--- config.mk ---
export PLATFORM = sky130hd
export DESIGN_NAME = uart_reg_frame_gen
export DESIGN_NICKNAME = d
export VERILOG_FILES = /design/src/rtl/uart_reg_frame_gen_pkg.sv /design/src/rtl/uart_frame_timer.sv /design/src/rtl/uart_reg_frame_gen.sv
export SDC_FILE = /design/constraint.sdc
export NUM_CORES = 1
export LEC_CHECK = 0
export ABC_CLOCK_PERIOD_IN_PS = 6700
export BUFFER_PORTS_ARGS = -buffer_cell sky130_fd_sc_hd__buf_2
export CORE_MARGIN = 1
export CORE_UTILIZATION = 25
export DETAILED_ROUTE_END_ITERATION = 8
export GPL_TIMING_DRIVEN = 0
export PLACE_DENSITY = 0.51
export SETUP_SLACK_MARGIN = 0.02
export SLEW_MARGIN = 40
export SYNTH_ARGS = -nofsm -noshare
export SYNTH_HDL_FRONTEND = slang
export SYNTH_HIERARCHICAL = 1
export SYNTH_SLANG_ARGS = --single-unit
--- constraint.sdc ---
create_clock -name clk -period 6.7 [get_ports clk]
set_input_delay 0.67 -clock clk [delete_from_list [all_inputs] [get_ports clk]]
set_output_delay 0.67 -clock clk [all_outputs]
set_load 0.005 [all_outputs]
--- src/rtl/uart_reg_frame_gen_pkg.sv ---
// Shared definitions for the register UART frame generator: FSM states,
// default header constant and index sizing.
package uart_reg_frame_gen_pkg;

  typedef enum logic [1:0] {
    ST_IDLE = 2'd0,
    ST_HEAD = 2'd1,
    ST_DATA = 2'd2,
    ST_SUM  = 2'd3
  } state_t;

  localparam int SEQ_W = 8;
  localparam logic [31:0] DEFAULT_HEADER = 32'h55AA_A500;

  // Register index width, never narrower than one bit.
  function automatic int idx_width(input int n);
    return (n > 1) ? $clog2(n) : 1;
  endfunction

endpackage

--- src/rtl/uart_frame_timer.sv ---
// Free-running period counter producing a one-cycle tick on its terminal
// count; a zero period disables it entirely.
module uart_frame_timer #(
  parameter int CLK_FRE   = 50,
  parameter int PERIOD_MS = 100
) (
  input  logic clk,
  input  logic rst_n,
  output logic tick
);

  localparam int PERIOD_CYC = CLK_FRE * 1000 * PERIOD_MS;
  localparam int CNT_W      = (PERIOD_CYC > 1) ? $clog2(PERIOD_CYC) : 1;
  localparam logic [CNT_W-1:0] TERM = CNT_W'((PERIOD_CYC > 0) ? PERIOD_CYC - 1 : 0);

  logic [CNT_W-1:0] r_cnt;

  always_ff @(posedge clk or negedge rst_n) begin
    if (!rst_n) begin
      r_cnt <= '0;
    end else if (PERIOD_CYC == 0 || r_cnt == TERM) begin
      r_cnt <= '0;
    end else begin
      r_cnt <= r_cnt + 1'b1;
    end
  end

  assign tick = (PERIOD_CYC != 0) && (r_cnt == TERM);

endmodule

--- src/rtl/uart_reg_frame_gen.sv ---
// Snapshots a register bank on a trigger or timer tick and streams it as
// header, data words and a data-only checksum over a valid/ready port.
module uart_reg_frame_gen
  import uart_reg_frame_gen_pkg::*;
#(
  parameter int CLK_FRE   = 50,
  parameter int PERIOD_MS = 100,
  parameter int REG_WIDTH = 32,
  parameter int REG_NUM   = 4,
  parameter logic [REG_WIDTH-1:0] HEADER = REG_WIDTH'(DEFAULT_HEADER)
) (
  input  logic                         clk,
  input  logic                         rst_n,
  input  logic                         trig,
  input  logic [REG_NUM*REG_WIDTH-1:0] reg_bus,
  output logic [REG_WIDTH-1:0]         frame_tx_reg,
  output logic                         frame_tx_valid,
  input  logic                         frame_tx_ready,
  output logic                         busy,
  output logic                         frame_done,
  output logic                         frame_drop
);

  localparam int IDX_W = idx_width(REG_NUM);
  localparam logic [IDX_W-1:0] LAST_IDX = IDX_W'(REG_NUM - 1);

  state_t               r_state, w_state_next;
  logic [REG_WIDTH-1:0] r_shadow [REG_NUM];
  logic [REG_WIDTH-1:0] r_sum, w_sum_next;
  logic [REG_WIDTH-1:0] r_word, w_word_next;
  logic [REG_WIDTH-1:0] w_data_sum;
  logic [IDX_W-1:0]     r_idx, w_idx_next, w_idx_inc;
  logic [SEQ_W-1:0]     r_seq, w_seq_next;
  logic                 r_pend, w_pend_next;
  logic                 r_valid, w_valid_next;
  logic                 r_busy, w_busy_next;
  logic                 r_done, w_done_next;
  logic                 r_drop, w_drop_next;
  logic                 w_snap, w_tick, w_req, w_hs;

  uart_frame_timer #(
    .CLK_FRE   (CLK_FRE),
    .PERIOD_MS (PERIOD_MS)
  ) u_timer (
    .clk   (clk),
    .rst_n (rst_n),
    .tick  (w_tick)
  );

  assign w_req      = trig | w_tick;
  assign w_hs       = r_valid & frame_tx_ready;
  assign w_idx_inc  = r_idx + 1'b1;
  assign w_data_sum = r_sum + r_word;

  always_ff @(posedge clk or negedge rst_n) begin
    if (!rst_n) r_state <= ST_IDLE;
    else        r_state <= w_state_next;
  end

  always_comb begin
    w_state_next = r_state;
    w_sum_next   = r_sum;
    w_word_next  = r_word;
    w_idx_next   = r_idx;
    w_seq_next   = r_seq;
    w_pend_next  = r_pend;
    w_valid_next = r_valid;
    w_busy_next  = r_busy;
    w_done_next  = 1'b0;
    w_drop_next  = 1'b0;
    w_snap       = 1'b0;

    unique case (r_state)
      ST_IDLE: begin
        if (w_req || r_pend) begin
          w_snap       = 1'b1;
          w_sum_next   = '0;
          w_idx_next   = '0;
          w_pend_next  = 1'b0;
          w_word_next  = {HEADER[REG_WIDTH-1:SEQ_W], r_seq};
          w_valid_next = 1'b1;
          w_busy_next  = 1'b1;
          w_state_next = ST_HEAD;
        end
      end
      ST_HEAD: begin
        if (w_hs) begin
          w_word_next  = r_shadow[0];
          w_state_next = ST_DATA;
        end
      end
      ST_DATA: begin
        if (w_hs) begin
          w_sum_next = w_data_sum;
          if (r_idx == LAST_IDX) begin
            w_word_next  = w_data_sum;
            w_state_next = ST_SUM;
          end else begin
            w_idx_next  = w_idx_inc;
            w_word_next = r_shadow[w_idx_inc];
          end
        end
      end
      ST_SUM: begin
        if (w_hs) begin
          w_valid_next = 1'b0;
          w_busy_next  = 1'b0;
          w_done_next  = 1'b1;
          w_seq_next   = r_seq + 1'b1;
          w_state_next = ST_IDLE;
        end
      end
      default: w_state_next = ST_IDLE;
    endcase

    // Only one request may wait behind the running frame; extras are dropped.
    if (r_busy && w_req) begin
      if (!r_pend) w_pend_next = 1'b1;
      else         w_drop_next = 1'b1;
    end
  end

  always_ff @(posedge clk or negedge rst_n) begin
    if (!rst_n) begin
      r_sum   <= '0;
      r_word  <= '0;
      r_idx   <= '0;
      r_seq   <= '0;
      r_pend  <= 1'b0;
      r_valid <= 1'b0;
      r_busy  <= 1'b0;
      r_done  <= 1'b0;
      r_drop  <= 1'b0;
    end else begin
      r_sum   <= w_sum_next;
      r_word  <= w_word_next;
      r_idx   <= w_idx_next;
      r_seq   <= w_seq_next;
      r_pend  <= w_pend_next;
      r_valid <= w_valid_next;
      r_busy  <= w_busy_next;
      r_done  <= w_done_next;
      r_drop  <= w_drop_next;
    end
  end

  always_ff @(posedge clk or negedge rst_n) begin
    if (!rst_n) begin
      for (int i = 0; i < REG_NUM; i++) r_shadow[i] <= '0;
    end else if (w_snap) begin
      for (int i = 0; i < REG_NUM; i++) r_shadow[i] <= reg_bus[i*REG_WIDTH +: REG_WIDTH];
    end
  end

  assign frame_tx_reg   = r_word;
  assign frame_tx_valid = r_valid;
  assign busy           = r_busy;
  assign frame_done     = r_done;
  assign frame_drop     = r_drop;

endmodule
# == Yosys cells after proc, flatten, opt, wreduce, memory -nomap -nowiden ==
# Index checks and enable logic that the tools add are counted.
# word_totals
regBits,231
latchBits,0
ramBits,0
romBits,0
elab_cells,80
memories,0
# classes
add_sub_neg,4
multipliers,0
n_div,0
n_lt_le_gt_ge,1
n_eq_ne,11
shift,0
mux,35
n_bitwise,3
reduce_logical,12
# ops
op,n
32-bit two-way mux,8
32-bit one-hot mux with 3 select lines,1
32-bit binary-select mux with 2-bit select,1
32-bit one-hot mux with 2 select lines,1
32-bit adder,1
"23-bit by 1-bit adder with 23-bit output, second input constant",1
"23-bit equality test, second input constant",1
23-bit two-way mux,1
2-bit two-way mux,8
1-bit two-way mux,12
"2-bit != test, second input constant",6
"8-bit by 1-bit adder with 8-bit output, second input constant",1
2-bit one-hot mux with 4 select lines,1
4-bit AND reduction,2
"2-bit equality test, second input constant",3
3-bit AND reduction,2
5-bit AND reduction,1
2-bit one-hot mux with 2 select lines,1
2-bit nonzero test,2
"3-bit >= comparator, second input constant",1
2-bit NOT with 3-bit output,1
3-bit nonzero test,1
"2-bit by 1-bit adder with 2-bit output, second input constant",1
"2-bit by 1-bit equality test with 1-bit output, second input constant",1
other kinds (7),7

# == Depth between registers and ports, before layout ==
# Gate-level depths: netlist of run 1.
# depth
depth_word,8
depth_mapped,12
mapped_depth_nobuf,12

# == Cells and area by module ==
# The synthesis of run 1 kept the hierarchy.
# by_module_without_submodules
mod,instances,cells_each,area_per_inst_um2
uart_reg_frame_gen,1,945,11149.4
uart_frame_timer,1,108,1158.6

# == Least setup slack after synthesis of run 1 ==
# Ideal clock, no wire load.
# synth_timing
path_type,register to register
start,reg u_timer.r_cnt[0]
end,reg r_word[28] (netlist: frame_tx_reg[28])
setup_ns,0.121
t_arrival_ns,2.904
t_required_ns,6.579
setup_slack_ns,3.675
stages_incl_launch_ff,12
n_path_buf,0
synth_period_minus_slack_ns,3.025
cell_sequence,dfrtp_1 -> ha_1 -> nand3_2 -> or2_1 -> nor4_4 -> nor3_1 -> and2_1 -> nor3_1 -> nand2_2 -> a221oi_1 -> and3b_1 -> nor3_1
# synth_between
elab_chain_len,5
# synth_rtl
element,line,source
"start, declared",uart_frame_timer.sv:16,logic [CNT_W-1:0] r_cnt;
"start signal, assigned",uart_frame_timer.sv:24,r_cnt <= r_cnt + 1'b1;
23-bit equality test,uart_frame_timer.sv:28,assign tick = (PERIOD_CYC != 0) && (r_cnt == TERM);
via w_tick,uart_reg_frame_gen.sv:39,"logic w_snap, w_tick, w_req, w_hs;"
1-bit OR,uart_reg_frame_gen.sv:50,assign w_req = trig | w_tick;
1-bit logical OR,uart_reg_frame_gen.sv:75,if (w_req || r_pend) begin
2-bit != test (no source line),n/a,
4-bit AND reduction (no source line),n/a,
"end signal, assigned",uart_reg_frame_gen.sv:136,r_word <= w_word_next;
"end, declared",uart_reg_frame_gen.sv:30,"logic [REG_WIDTH-1:0] r_word, w_word_next;"
# The timed path passes the listed nets, and every way through them passes these cells.
# A chain may end at the register's enable or synchronous reset.

# == Worst setup path after layout of run 1 ==
# layout_timing
start,reg u_timer.r_cnt[0]
end,reg r_word[23] (netlist: frame_tx_reg[23])
# The elaborated chain is that of the path after synthesis.

==> flow_metrics.py, run 1 <==
metrics = {
    "clocking": {
        "holdBufCountCts": 1,
        "path_clk_slew_ns": 0.06,
        "root_buffer": "clkbuf_16",
        "postCtsResizedCells": 0,
        "cts_setup_buffers": 0,
        "clockBufferDepth": 3,
        "cts_tree": "yes",
        "clock_latency_ns": 0.57,
        "cts_buffers": 27,
        "cts_htree_levels": 1,
        "clock-sinks": 231,
    },
    "routing": {
        "routedWlPerCell_um": 20.7,
        "drtIter0Drc": 585,
        "num_vias": 9437,
        "first_pass_iters": 5,
        "via_per_inst": 4.89,
        "drt-total-wl_um": 40000,
        "route.detailed.drc": 0,
        "drtAntennaViolNets": 0,
    },
    "grt": {
        "grt_max_degree": 71,
        "grt_pass1_wl_um": 61200,
        "grt.total_usage_pct": 16.1,
        "grt_pass1_vias": 9714,
        "antenna_found_initial": 2,
        "grt-ovfl-total": 0,
    },
    "sta": {
        "clock_skew_ns": 0.0366,
        "tightestPinTransition_ns": 0.850,
        "final.setup.tns_ns": 0,
        "timing.final.crit_period_ns": 4.61,
        "rsz0062_at_grt": "false",
        "setup_viol": 0,
        "fin_ws_ns": 2.09,
        "fmax_ghz": 0.217,
        "relSlewSlack_pct": 43.3,
        "min_period_over_period_pct": 68.8,
        "slew_violations": 0,
        "hold_viol_final": 0,
        "whs_ns": 0.324,
    },
    "synthesis": {
        "ys_ff_latch": 231,
        "netlist_instances": 1053,
        "synth_cell_types": 81,
        "ys_seq_area_share_pct": 47.0,
        "synth_nets": 1225,
        "async_reset_ff_share_pct": 100,
        "synth_top_flop_cell": "dfrtp_1",
        "synth_edf_count": 0,
        "ys_warn_count": 6,
        "syn_area_per_cell_um2": 11.7,
        "synth.cell_area_mm2": 0.0123,
    },
    "floorplan": {
        "die_w_um": 224,
        "core-area_mm2": 0.0481,
        "io_pins": 168,
        "initial_core_util_pct": 25.6,
        "die_area_mm2": 0.0501,
        "num_rows": 80,
        "die_y_um": 224,
    },
    "run": {
        "drv_cap": 0,
    },
    "setup_path": {
        "cp_max_fo": 11,
        "cp-start-kind": "flop",
        "worstPathArrival_ns": 5.03,
        "cp-end-kind": "flop",
        "r2r_start": "u_timer/r_cnt[0]",
        "timing.rr.end": "frame_tx_reg[23]",
        "worstPathRequired_ns": 7.13,
        "rr_worst_depth": 11,
        "reg2reg_setup_slack_ns": 2.09,
        "path_class": "reg2reg",
    },
    "place": {
        "placed_cells": 1879,
        "dp_worst_setup_slack_ns": 2.02,
        "placed_cell_area_mm2": 0.0141,
        "dp_hpwl_um": 30800,
        "place.gp.congestion": 0.865,
        "io_buffers": 167,
    },
    "power": {
        "ir_worst_vdd_uv": 146,
        "p_leak_nw": 7.37,
        "power_density_mw_per_mm2": 208,
        "power_mw": 3.14,
    },
    "cells_and_area": {
        "fin_cells": 1931,
        "utilization_pct": 31.3,
        "nFillCells": 4903,
        "syn_to_final_growth_pct": 22.5,
        "drive_above_1_share_pct": 33.2,
        "design_area_mm2": 0.0151,
        "layout.nets": 1426,
        "multi_input_area_mm2": 0.00615,
        "largest_reg_flops": 128,
        "register_area_mm2": 0.00578,
    },
    "outcome": {
        "status": "completed",
    },
    "min_path": {
        "hold_depth": 2,
        "hold_path_class": "in2reg",
        "min_to": "r_shadow[30]",
        "min-delay-start": "reg_bus[126]",
    },
}
cells by family (layout without fill, tap and decap cells):
| kind of cell | after synthesis | in the layout | share of synthesized area, % |
|---|---|---|---|
| other | 0 | 1 | 0 |
| AOI/OAI and AO/OA | 233 | 233 | 13.4 |
| DFF | 231 | 231 | 47.0 |
| and+or+nand+nor | 245 | 245 | 10.4 |
| muxes | 174 | 174 | 18.7 |
| xor gates and xnor gates | 47 | 47 | 3.34 |
| buffers and inverters | 83 | 304 | 3.10 |
| adders and majority gates | 40 | 40 | 4.13 |
layout make-up:
cell class / count / share of cell area [%]
flip-flops and latches: 231 / 38.3
clock inverters: 16 / 1.85
repair buffers: 172 / 6.26
multi-input cells: 739 / 40.8
well taps: 656 / 5.44
clock buffers: 33 / 4.76
inverters: 21 / 0.523
plain buffers: 62 / 2.03
diodes: 1 / 0.0166
power breakdown:
group	internal, mW	switching (mW)	total [mW]
registers	1.40	0	1.40
clock network	1.04	0.630	1.67
logic	0.0334	0.0474	0.0808
cells in the mapped netlist, types with 6 or more instances:
cell / count / area share (%)
nand3_1: 25 / 1.0
mux2i_1: 10 / 0.81
ha_1: 39 / 4.0
xor2_1: 15 / 1.1
dfrtp_1: 231 / 47
o211ai_1: 10 / 0.61
nand2b_1: 6 / 0.31
mux2_2: 133 / 12
a31oi_1: 8 / 0.41
o21a_1: 6 / 0.37
a221oi_1: 14 / 1.0
o21ai_0: 35 / 1.4
nand2_1: 71 / 2.2
mux4_2: 31 / 5.7
and3_1: 10 / 0.51
a22o_1: 27 / 1.9
nor2b_1: 7 / 0.36
xnor2_1: 32 / 2.3
a21o_1: 20 / 1.2
o21ai_1: 9 / 0.37
a21oi_1: 52 / 2.1
nand4_1: 13 / 0.66
clkbuf_1: 49 / 1.5
nor3_1: 16 / 0.65
inv_1: 21 / 0.64
nor2_1: 55 / 1.7
a222oi_1: 6 / 0.49
worst max-delay path by stage:
stage	start	end	slack, ns	cells past startpoint
2_1_floorplan	u_timer/r_cnt[0]	frame_tx_reg[28]	3.67	11
3_3_place_gp	rst_n	r_shadow[20]	0.61	1
3_5_place_dp	u_timer/r_cnt[0]	frame_tx_reg[24]	2.02	11
4_1_cts	u_timer/r_cnt[0]	frame_tx_reg[24]	2.04	11
5_1_grt	u_timer/r_cnt[0]	frame_tx_reg[24]	1.80	11
6_report	u_timer/r_cnt[0]	frame_tx_reg[23]	2.09	11
critical path: stages, from the launching register on:
cell	delay, ns
dfrtp_1	0.38
ha_1	0.21
nand3_2	0.18
or2_1	0.32
nor4_4	0.64
nor3_1	0.25
and2_1	0.29
nor3_2	0.56
nand2_2	0.32
clkbuf_1	0.41
a221oi_1	0.77
a21oi_1	0.15
per-layer routing:
layer	GRT usage, %	vias up	wire, um
li1	-	4344	-
met1	22.8	4751	18900
met2	25.4	295	18200
met5	0	-	0
met4	4.22	0	845
met3	2.36	47	2110
cells in the final DEF, fill, tap and decap left out, drive strengths merged, types with 4 or more instances in the layout:
| master | count |
|---|---|
| and3 | 12 |
| mux2 | 133 |
| nor4 | 7 |
| ha | 39 |
| and2 | 4 |
| a21o | 22 |
| o31ai | 5 |
| inv | 22 |
| xor2 | 15 |
| nor2b | 7 |
| nor3 | 16 |
| nand3 | 26 |
| bufinv | 7 |
| a211oi | 7 |
| mux4 | 31 |
| buf | 179 |
| nand2 | 72 |
| a31oi | 8 |
| clkbuf | 87 |
| a21boi | 5 |
| nor2 | 56 |
| a22o | 27 |
| a22oi | 5 |
| dfrtp | 231 |
| nand4 | 15 |
| mux2i | 10 |
| o211ai | 10 |
| o21ai | 44 |
| a222oi | 6 |
| a21oi | 53 |
| nand2b | 6 |
| o21a | 7 |
| clkinv | 6 |
| a221oi | 15 |
| xnor2 | 32 |
(Power assumes the default switching activity.)
==> run 2: changes to the inputs <==
--- a/config.mk
+++ b/config.mk
@@ -5,13 +5,14 @@
 export SDC_FILE = /design/constraint.sdc
 export NUM_CORES = 1
 export LEC_CHECK = 0
-export ABC_CLOCK_PERIOD_IN_PS = 6700
+export ABC_AREA = 1
+export ABC_CLOCK_PERIOD_IN_PS = 4050
 export BUFFER_PORTS_ARGS = -buffer_cell sky130_fd_sc_hd__buf_2
 export CORE_MARGIN = 1
 export CORE_UTILIZATION = 25
 export DETAILED_ROUTE_END_ITERATION = 8
 export GPL_TIMING_DRIVEN = 0
-export PLACE_DENSITY = 0.51
+export PLACE_DENSITY = 0.52
 export SETUP_SLACK_MARGIN = 0.02
 export SLEW_MARGIN = 40
 export SYNTH_ARGS = -nofsm -noshare
==> constraint.sdc (replaced) <==
create_clock -name clk -period 4.05 [get_ports clk]
set_input_delay 0.405 -clock clk [delete_from_list [all_inputs] [get_ports clk]]
set_output_delay 0.405 -clock clk [all_outputs]
set_load 0.005 [all_outputs]
==> flow_metrics.py, run 2 <==
metrics = {
    "clocking": {
        "path_clk_slew_ns": 0.06,
        "cts_htree_levels": 1,
        "clockBufferDepth": 3,
        "cts_buffers": 27,
        "root_buffer": "clkbuf_16",
        "clock-sinks": 231,
        "cts_setup_buffers": 0,
        "clock_latency_ns": 0.55,
        "cts_tree": "yes",
    },
    "run": {
        "drv_cap": 0,
    },
    "routing": {
        "route.detailed.drc": 0,
        "num_vias": 11700,
        "drtAntennaViolNets": 0,
        "drt-total-wl_um": 45000,
        "via_per_inst": 4.60,
        "routedWlPerCell_um": 17.7,
        "drtIter0Drc": 884,
        "first_pass_iters": 5,
    },
    "synthesis": {
        "synth_top_family_by_area": "simple AND/OR/NAND/NOR gates",
        "ys_ff_latch": 231,
        "synth_top_area_share_pct": 43.7,
        "synthSimpleGateAreaFrac_pct": 23.7,
        "synth_fa_ha_area_share_pct": 3.84,
        "synth_edf_count": 0,
        "synthTopCellsByCount": "433 x nand2_1, 231 x dfrtp_1, 186 x inv_1",
        "yosysTopAreaCell": "dfrtp_1",
        "synth_top_flop_cell": "dfrtp_1",
        "netlist_instances": 1635,
        "post-synth-top-count-cell": "nand2_1",
        "synth_compound_area_share_pct": 10.2,
        "synth.cell_area_mm2": 0.0132,
        "ys_warn_count": 6,
        "ys_seq_area_share_pct": 43.7,
        "async_reset_ff_share_pct": 100,
        "ys_top_cells_by_area": "dfrtp_1 44%, nand2_1 12%, mux2_2 8.4%",
        "synth_nets": 1807,
        "syn_area_per_cell_um2": 8.08,
        "synth_cell_types": 51,
        "synthMuxAreaShare_pct": 8.43,
        "synth_xor_area_share_pct": 2.18,
    },
    "floorplan": {
        "initial_core_util_pct": 25.5,
        "core-area_mm2": 0.0518,
        "io_pins": 168,
        "die_y_um": 232,
        "num_rows": 83,
        "die_area_mm2": 0.0538,
        "die_w_um": 232,
    },
    "sta": {
        "timing.final.crit_period_ns": 2.97,
        "whs_ns": 0.0820,
        "final.setup.tns_ns": 0,
        "rsz0062_at_grt": "false",
        "tightestPinTransition_ns": 0.824,
        "fin_ws_ns": 1.08,
        "fmax_ghz": 0.336,
        "relSlewSlack_pct": 44.7,
        "min_period_over_period_pct": 73.4,
        "setup_viol": 0,
        "clock_skew_ns": 0.0121,
        "hold_viol_final": 0,
        "slew_violations": 0,
    },
    "power": {
        "p_leak_nw": 8.67,
        "ir_worst_vdd_uv": 258,
        "power_mw": 5.10,
        "power_density_mw_per_mm2": 319,
    },
    "setup_path": {
        "cp-end-kind": "flop",
        "cp-start-kind": "flop",
        "cp_max_fo": 10,
        "worstPathRequired_ns": 4.44,
        "worstPathArrival_ns": 3.37,
        "path_class": "reg2reg",
    },
    "min_path": {
        "hold_path_class": "in2reg",
    },
    "grt": {
        "grt_max_degree": 66,
        "grt-ovfl-total": 0,
        "grt_pass1_vias": 11500,
        "grt_pass1_wl_um": 69000,
        "antenna_found_initial": 0,
        "grt.total_usage_pct": 16.7,
    },
    "place": {
        "placed_cell_area_mm2": 0.0150,
        "placed_cells": 2486,
        "io_buffers": 167,
        "dp_hpwl_um": 35700,
        "dp_worst_setup_slack_ns": 1.11,
        "place.gp.congestion": 0.899,
    },
    "cells_and_area": {
        "syn_to_final_growth_pct": 21.0,
        "drive_above_1_share_pct": 21.9,
        "largest_reg_flops": 128,
        "utilization_pct": 30.9,
        "antenna_cells": 0,
        "mostFrequentLayoutCells": "433 x nand2_1, 231 x dfrtp_1, 195 x buf_2",
        "fin_cells": 2536,
        "layout_commonest_cell": "nand2_1",
        "layout.nets": 2008,
        "design_area_mm2": 0.0160,
    },
    "outcome": {
        "status": "completed",
    },
}
## run 2: area by class of cell
type | instances | area, um^2
tap | 680 | 851
timing repair buffer | 172 | 966
clock buffer | 39 | 781
multi-input combinational | 1152 | 6400
buffer | 57 | 308
fill | 5544 | 35800
clock inverter | 10 | 179
sequential | 231 | 5780
inverter | 195 | 733
## run 2: logic make-up after synthesis
family | count (synthesis)
flip-flops | 231
multiplexers | 99
buffers and inverters | 252
XOR/XNOR | 32
AND/OR/NAND/NOR | 742
adder cells (fa/ha/maj) | 40
AO/OA/AOI/OAI | 239
## run 2: worst paths after layout
check,slack [ns],start,to,cells after the start
max in group asynchronous,2.63,rst_n,r_shadow[24],5
min,0.08,reg_bus[75],r_shadow[43],2
max reg2reg,1.08,u_timer/r_cnt[1],frame_tx_reg[24],14
max,1.08,u_timer/r_cnt[1],frame_tx_reg[24],14
min reg2reg,0.49,r_sum[22],r_sum[22],2
min in group asynchronous,0.28,rst_n,u_timer/r_cnt[14],2
## run 2: critical path: stages, from the launching register on
cell and delay, ns:
dfrtp_1 0.36, ha_1 0.23, nand2_2 0.11, nor2_8 0.14, nand2_4 0.10, nor2_4 0.13
nand3_4 0.14, clkinv_2 0.10, nor2_1 0.05, nand2_2 0.09, nor2_2 0.06, nor3_2 0.21
nand2_2 0.24, a211oi_1 0.67, a21boi_0 0.19
## run 2: what timing repair did
action | CTS | global route
hold buffers | 1 | 0
resized for setup | 0 | 0
endpoints found under the hold margin | 72 | 0
## run 2: metal layers
| metal | part of all wire, % | vias up | routed length, um | track usage [%] |
|---|---|---|---|---|
| li1 | - | 5707 | - | - |
| met1 | 48 | 5599 | 21700 | 23.6 |
| met2 | 46 | 296 | 20800 | 27.5 |
| met3 | 3.8 | 52 | 1730 | 1.57 |
| met4 | 1.6 | 0 | 721 | 3.91 |
| met5 | 0 | - | 0 | 0 |
## run 2: where the power goes
group	switching (mW)	leakage, nW	internal, mW
clock	1.00	0.474	1.65
combinational	0.0833	5.17	0.0582
sequential	0	3.02	2.31
==> run 3: changes to the inputs <==
--- a/config.mk
+++ b/config.mk
@@ -5,14 +5,14 @@
 export SDC_FILE = /design/constraint.sdc
 export NUM_CORES = 1
 export LEC_CHECK = 0
-export ABC_AREA = 1
-export ABC_CLOCK_PERIOD_IN_PS = 4050
+export ABC_AREA = 0
+export ABC_CLOCK_PERIOD_IN_PS = 2550
 export BUFFER_PORTS_ARGS = -buffer_cell sky130_fd_sc_hd__buf_2
 export CORE_MARGIN = 1
 export CORE_UTILIZATION = 25
 export DETAILED_ROUTE_END_ITERATION = 8
 export GPL_TIMING_DRIVEN = 0
-export PLACE_DENSITY = 0.52
+export PLACE_DENSITY = 0.53
 export SETUP_SLACK_MARGIN = 0.02
 export SLEW_MARGIN = 40
 export SYNTH_ARGS = -nofsm -noshare
==> constraint.sdc (replaced) <==
create_clock -name clk -period 2.55 [get_ports clk]
set_input_delay 0.255 -clock clk [delete_from_list [all_inputs] [get_ports clk]]
set_output_delay 0.255 -clock clk [all_outputs]
set_load 0.005 [all_outputs]
==> flow_metrics.py, run 3 (synthesis gave the netlist of run 1 again) <==
metrics = {
    "cells_and_area": {
        "utilization_pct": 38.0,
        "nFillCells": 4632,
        "syn_to_final_growth_pct": 48.6,
        "multi_input_area_mm2": 0.00714,
        "largest_reg_flops": 128,
        "mostFrequentLayoutCells": "223 x dfrtp_1, 170 x buf_2, 133 x mux2_2",
        "antenna_cells": 0,
        "design_area_mm2": 0.0183,
        "register_area_mm2": 0.00579,
        "layout.nets": 1623,
        "drive_above_1_share_pct": 43.8,
        "fin_cells": 2125,
        "layout_commonest_cell": "dfrtp_1",
    },
    "sta": {
        "clock_skew_ns": 0.0240,
        "setup_viol": 59,
        "timing.final.crit_period_ns": 2.78,
        "whs_ns": 0.0841,
        "fmax_ghz": 0.359,
        "relSlewSlack_pct": 45.2,
        "final.setup.tns_ns": -5.73,
        "slew_violations": 0,
        "fin_ws_ns": -0.235,
        "hold_viol_final": 0,
        "rsz0062_at_grt": "true",
        "min_period_over_period_pct": 109,
        "tightestPinTransition_ns": 0.821,
    },
    "floorplan": {
        "num_rows": 80,
        "die_y_um": 224,
        "core-area_mm2": 0.0481,
        "initial_core_util_pct": 25.6,
        "die_w_um": 224,
        "die_area_mm2": 0.0501,
        "io_pins": 168,
    },
    "setup_path": {
        "cp-start-kind": "flop",
        "r2r_start": "frame_tx_reg[0]",
        "reg2reg_setup_slack_ns": -0.23,
        "worstSetupEndpoint": "frame_tx_reg[30]",
        "cp_max_fo": 4,
        "cp-end-kind": "flop",
        "path_class": "reg2reg",
        "worstPathRequired_ns": 3.04,
        "worstPathArrival_ns": 3.27,
        "rr_worst_depth": 12,
        "setup.worst_path.start": "frame_tx_reg[0]",
        "timing.rr.end": "frame_tx_reg[30]",
    },
    "routing": {
        "drtIter0Drc": 765,
        "num_vias": 10300,
        "via_per_inst": 4.86,
        "drtAntennaViolNets": 0,
        "drt-total-wl_um": 44500,
        "routedWlPerCell_um": 20.9,
        "route.detailed.drc": 0,
        "first_pass_iters": 7,
    },
    "grt": {
        "grt.total_usage_pct": 17.7,
        "grt_pass1_vias": 10800,
        "grt_pass1_wl_um": 67400,
        "grt-ovfl-total": 0,
        "antenna_found_initial": 0,
        "grt_max_degree": 61,
    },
    "power": {
        "p_seq_share_pct": 45.2,
        "p_leak_nw": 8.64,
        "clkPwrFrac_pct": 50.3,
        "power_mw": 8.11,
        "p_sw_share_pct": 21.9,
        "comb_power_share_pct": 4.5,
        "power_density_mw_per_mm2": 444,
        "ir_worst_vdd_uv": 434,
        "intPower_mw": 6.34,
        "switchingPower_mw": 1.78,
    },
    "clocking": {
        "path_clk_slew_ns": 0.06,
        "clock-sinks": 231,
        "root_buffer": "clkbuf_16",
        "clock_latency_ns": 0.56,
        "cts_buffers": 27,
        "clockBufferDepth": 3,
        "cts_tree": "yes",
        "cts_htree_levels": 1,
    },
    "place": {
        "dp_hpwl_um": 30900,
        "io_buffers": 167,
        "placed_cells": 1879,
        "dp_worst_setup_slack_ns": -1.56,
        "placed_cell_area_mm2": 0.0142,
        "place.gp.congestion": 0.890,
    },
    "run": {
        "drv_cap": 0,
    },
    "outcome": {
        "violations": "negative setup slack",
        "status": "finished with violations",
    },
    "min_path": {
        "hold_path_class": "in2reg",
    },
}
run 3: cell count changes in the layout (fill, tap and decap cells not counted), moves of 20 or more:
| cell | delta |
|---|---|
| nand3_1 | -78 |
| buf_4 | +44 |
| nand2_1 | -374 |
| inv_1 | -166 |
| a22o_1 | +20 |
| buf_2 | -25 |
| a21oi_1 | -66 |
| dlygate4sd3_1 | +128 |
| mux4_2 | +31 |
| nor2_1 | -93 |
| mux2_2 | +34 |
| o21ai_0 | -55 |
run 3: final cells by class:
type	instances	area share, %
Inverter	21	0.431
Clock inverter	14	1.17
Timing Repair Buffer	373	16.0
Clock buffer	33	3.82
Multi-Input combinational cell	740	39.0
Sequential cell	231	31.7
Tap cell	656	4.49
Buffer	57	3.33
run 3: routing by layer:
layer,vias to the layer above,wire (um),track usage [%]
met5,-,0,0
met4,0,830,4.26
met3,60,2160,2.51
met2,291,21500,29.8
met1,5255,20000,24.0
li1,4729,-,-
run 3: worst min path at each step:
stage	start	end	slack (ns)	depth (start not counted)
floorplan	rst_n	busy	-0.04	0
global placement	r_sum[2]	r_sum[2]	0.46	2
detailed placement	rst_n	r_shadow[31]	0.24	1
CTS	trig	frame_drop	0.05	3
global route	trig	frame_drop	0.10	3
finish	trig	frame_drop	0.08	3
run 3: repair_timing:
item	CTS	global route
hold endpoints to repair	186	0
pin swaps	87	49
gates resized for setup	199	77
cloned	8	0
buffers inserted	53	21
endpoints found under the setup margin	197	176
hold buffers	129	0
run 3: power groups by stage:
stage | Combinational (mW) | Clock (mW) | Sequential, mW
final | 0.367 | 4.08 | 3.67
after global routing | 0.403 | 4.32 | 3.66
after CTS | 0.369 | 4.19 | 3.66
after detailed placement | 0.216 | 0 | 3.73
after global placement | 0.198 | 0 | 3.73
after floorplan | 0.00227 | 0 | 3.73
run 3: critical path, cell delays in order, from the launching register on:
cell	delay (ns)
dfrtp_1	0.40
ha_4	0.16
inv_2	0.04
fa_2	0.34
nor2b_2	0.12
o21a_1	0.19
o21ai_4	0.09
a211oi_4	0.31
nor2_4	0.10
o41ai_4	0.26
o211ai_1	0.18
or4_1	0.43
nand3b_1	0.10
